--- config.mk ---
export PLATFORM = sky130hd
export DESIGN_NAME = clock_pulse_gen
export DESIGN_NICKNAME = d
export VERILOG_FILES = /design/src/rtl/clock_pulse_gen.sv
export SDC_FILE = /design/constraint.sdc
export NUM_CORES = 1
export LEC_CHECK = 0
export CAP_MARGIN = 20
export CORE_MARGIN = 2
export CORE_UTILIZATION = 45
export DETAILED_ROUTE_END_ITERATION = 7
export DONT_BUFFER_PORTS = 1
export PLACE_DENSITY = 0.58
export SLEW_MARGIN = 20
export SYNTH_ARGS = -nofsm -noshare
export SYNTH_HDL_FRONTEND = slang
export SYNTH_SLANG_ARGS = --single-unit
--- constraint.sdc ---
create_clock -name clk -period 3.1 [get_ports clk]
set_clock_uncertainty 0.1 [all_clocks]
set_input_delay 0.62 -clock clk [delete_from_list [all_inputs] [get_ports clk]]
set_output_delay 0.62 -clock clk [all_outputs]
set_load 0.02 [all_outputs]
--- src/rtl/clock_pulse_gen.sv ---
// Multi-channel clock-enable generator: per-channel tick/phase dividers plus a
// data-triggered event pulse with a saturating event counter.
module clock_pulse_gen #(
  parameter int unsigned CHANNELS    = 4,
  parameter int unsigned WIDTH       = 8,
  parameter int unsigned DIV_DEFAULT = 12,
  parameter int unsigned DATA_W      = 9,
  parameter int unsigned TRIG_BIT    = 8,
  parameter int unsigned EVENT_MODE  = 1
) (
  input  logic                clk,
  input  logic                reset,
  input  logic                enable,
  input  logic                load,
  input  logic [3:0]          load_ch,
  input  logic [WIDTH-1:0]    load_div,
  input  logic [DATA_W-1:0]   data,
  output logic [CHANNELS-1:0] tick,
  output logic [CHANNELS-1:0] phase,
  output logic                event_pulse,
  output logic [WIDTH-1:0]    event_count
);

  localparam int unsigned CH_W    = 4;
  localparam bit          EDGE_EV = (EVENT_MODE != 0);

  logic [WIDTH-1:0] div_q [CHANNELS];
  logic [WIDTH-1:0] cnt_q [CHANNELS];
  logic             trig_q;
  logic             trig_c;
  logic             pulse_c;
  logic             unused_data_c;

  // Only the trigger bit matters; the rest of the word is intentionally ignored.
  assign unused_data_c = ^data;
  assign trig_c        = data[TRIG_BIT];
  assign pulse_c       = EDGE_EV ? (trig_c & ~trig_q) : trig_c;

  // Dividers: load beats stop, stop beats counting; load works with enable low.
  always_ff @(posedge clk) begin
    if (reset) begin
      for (int i = 0; i < CHANNELS; i++) begin
        div_q[i] <= WIDTH'(DIV_DEFAULT);
        cnt_q[i] <= '0;
      end
      tick  <= '0;
      phase <= '0;
    end else begin
      for (int i = 0; i < CHANNELS; i++) begin
        if (load && (load_ch == CH_W'(i))) begin
          div_q[i] <= load_div;
          cnt_q[i] <= '0;
          tick[i]  <= 1'b0;
        end else if (div_q[i] == '0) begin
          cnt_q[i] <= '0;
          tick[i]  <= 1'b0;
        end else if (enable && (cnt_q[i] == div_q[i] - WIDTH'(1))) begin
          cnt_q[i] <= '0;
          tick[i]  <= 1'b1;
          phase[i] <= ~phase[i];
        end else if (enable) begin
          cnt_q[i] <= cnt_q[i] + WIDTH'(1);
          tick[i]  <= 1'b0;
        end else begin
          tick[i]  <= 1'b0;
        end
      end
    end
  end

  // Event detector runs regardless of enable; counter sticks at all-ones.
  always_ff @(posedge clk) begin
    if (reset) begin
      trig_q      <= 1'b0;
      event_pulse <= 1'b0;
      event_count <= '0;
    end else begin
      trig_q      <= trig_c;
      event_pulse <= pulse_c;
      if (pulse_c && (event_count != '1)) begin
        event_count <= event_count + WIDTH'(1);
      end
    end
  end

endmodule

==> results.md <==
- Run status: completed
- GR peak layer: met2
- CTS tree: done
- Most common cell after layout, fill and taps aside: edfxtp_1
- Power, Total: 2350 uW
- Hold Path Class: input port to flop
- Crit. End Element: flop
- Met3 usage: 0.0402
- CP Class: flop to flop
- Final Hold Fails: 0
- # port buffers: 0
- Syn avg cell area: just over 10 um^2
- Core Rows: 36
- Core ar.: slightly below 10,000 um^2
- Via density: 5.37
- Final period utilization: 0.812
- Post-synthesis compound-gate area fraction: 0.0725
- Startpoint types: flop
- Latest clock arrival within the worst-skew pair: 0.35 ns
- Hold Path Depth: 1
- Clock root cell: clkbuf_8
- Slew HR: 0.444
- Post-Synth Adder-Cell Area: 0.0271
- Number of I/O pins: 42
- H-Tree Depth: 3
- Setup violations, final: 0
- Sequential fraction of the synthesis area: 0.495
- Critical path, cell by cell: inv_1, ha_1, nor3b_1, xnor2_1, nand4b_1, a2111o_1, nand3_1, nor2_1
- DR DRC count: 0
- P&R area growth vs syn: 7.36%
- Gr ovfl total: 0
- Die area: 11,100 um^2
- Slew at the pin closest to its max-slew limit: roughly 0.83 ns
- Final wirelength: roughly 9000 um
- Commonest cells after routing, fill and taps aside: 64 x edfxtp_1, 62 x nor2_1, 37 x xor2_1
- Filler instances: 905
- DIE HEIGHT: 105 um
- Final nets: 488
- Synth Area in Simple Gates: 0.259
- Gr usage total: 0.171
- Total CTS buffers: 9
- Crit path max fanout: 8
- Post-Layout Inst Area: 4950 um^2
- RSZ-0062 raised after global routing: false
- Cell Area, Placed: about 4800 um^2
- # diodes: 0
- CP max-delay cell: edfxtp_1
- Max cap viols: 0
- Slowest cell delay on critical path: approximately 0.47 ns
- Initial DRC Count: between 100 and 150
- Initial antenna violation count: 0
- FFs w/ async S/R, synth: 0
- Max Buffers Root-to-Sink: 2
- Post-synth EDFFs: 64
- Post-synthesis mux area share: 0.00434
- R2R depth: 8
- Req. time, crit path: between 3 and 4 ns
- Mapped Area: 4610 um^2
- Worst-path clk slew: ~0.080 ns
- Die Width: approximately 110 um
- Pins Over Slew Limit: 0
- Syn Inst Count: 448
- Synth Warn #: 0
- Critical path arrival: between 2 and 3 ns
- Antenna-violating nets left: 0
- # resized after CTS: 0
- Seq cells post-synth: between 80 and 90
- Syn nets: approximately 480
- Setup bufs post-CTS: 0
- Met1 Use GR: 0.229
- Mean routed wirelength per cell: ~15 um
- 1st-pass router iterations: 4
- CTS Hold Bufs: 0
- Vias in the first global route: 3,116
- Power Density: 475 nW/um^2
- Leakage Power: ~0.0018 uW
- VDD IR max: between 0.0002 and 0.00025 V
- Setup_tns: 0 ns
- Global-route wire length before repair: ~15,000 um
- Synth cell types: between 50 and 60
- Vias: between 3,000 and 4,000
- Min Tclk post-route: approximately 2.5 ns
- Largest net degree at the start of global routing: 29
- Largest family of logic cells by synthesized area: simple AND/OR/NAND/NOR gates
- Total clock sinks: 82
- Max frequency: ~0.40 GHz
- Synth Area in XOR/XNOR: 0.124
- Gp weighted congestion: ~0.81
- Layout cells sized above 1: 0.0721
- Placed wire-length estimate: about 6600 um
- Initial Util: 0.467
- Met2 usage in global routing: 0.263
- Most used DFF post-synth: edfxtp_1
[report_power, final]
group	internal (uW)	switching (uW)	leakage, uW
combinational	115	129	0.000875
clock	393	373	0.0000974
sequential	1250	87.1	0.000811
total	1760	588	0.00178
[synth_stat cells, types with 8 or more instances]
cell type | instances | area share
and2_1 | 25 | 0.034
o21ai_0 | 9 | 0.0098
xor2_1 | 37 | 0.070
ha_1 | 10 | 0.027
nor2_1 | 62 | 0.050
and3_1 | 8 | 0.011
dfxtp_1 | 18 | 0.078
nand2_1 | 29 | 0.024
nand3_1 | 25 | 0.027
inv_1 | 14 | 0.011
nor3_1 | 8 | 0.0087
a21oi_1 | 11 | 0.012
edfxtp_1 | 64 | 0.42
xnor2_1 | 28 | 0.053
nand2b_1 | 15 | 0.020
[registers in the layout, summed over array words and instances (netlist names)]
name,cells
div_q,32
event_pulse,1
phase,4
tick,4
trig_q,1
event_count,8
cnt_q,32
[area by class of cell]
| class | count | area [um^2] | area share |
|---|---|---|---|
| sequential | 82 | 2280 | 0.461 |
| multi-input combinational | 344 | 2240 | 0.453 |
| tap | 133 | 166 | 0.0336 |
| clock buffer | 13 | 149 | 0.0301 |
| inverter | 14 | 52.6 | 0.0106 |
| clock inverter | 3 | 40.0 | 0.00809 |
| timing repair buffer | 2 | 15.0 | 0.00303 |
[critical path, delay by kind of cell (launching register included)]
| kind | cells | cell delay [ns] |
|---|---|---|
| simple gates | 4 | 0.75 |
| flops | 1 | 0.47 |
| compound gates | 1 | 0.42 |
| fa+ha+maj | 1 | 0.30 |
| xor+xnor | 1 | 0.15 |
| buf+inv | 1 | 0.09 |
[cell families after synthesis]
logic type / after synthesis
buf+inv: 22
xor+xnor: 65
simple gates: 222
mux: 2
fa+ha+maj: 10
compound gates: 45
flops: 82
[per-layer routing]
layer | vias to the layer above | wire length [um]
li1 | 1591 | -
met1 | 1511 | 4370
met2 | 58 | 3950
met3 | 13 | 446
met4 | 0 | 193
met5 | - | 0
[path summary, 6_finish.rpt]
check                           slack, ns     endpoint   startpoint
worst max-delay path                 0.58  cnt_q[2][4]  div_q[2][0]
worst min-delay path                 0.23     phase[0]        reset
worst max register to register       0.58  cnt_q[2][4]  div_q[2][0]
worst min register to register       0.31  event_pulse       trig_q
[stage by stage]
| stage | utilization | cells | worst slack [ns] | hold WS [ns] |
|---|---|---|---|---|
| floorplan | - | 448 | 0.830 | 0.283 |
| global placement | 0.482 | 575 | 0.589 | 0.293 |
| detailed placement | 0.482 | 575 | 0.548 | 0.302 |
| CTS | 0.502 | 591 | 0.540 | 0.211 |
| global route | 0.502 | 591 | 0.329 | 0.199 |
| finish | 0.502 | 591 | 0.582 | 0.226 |
Note: power is estimated with default switching activity, not from simulation.
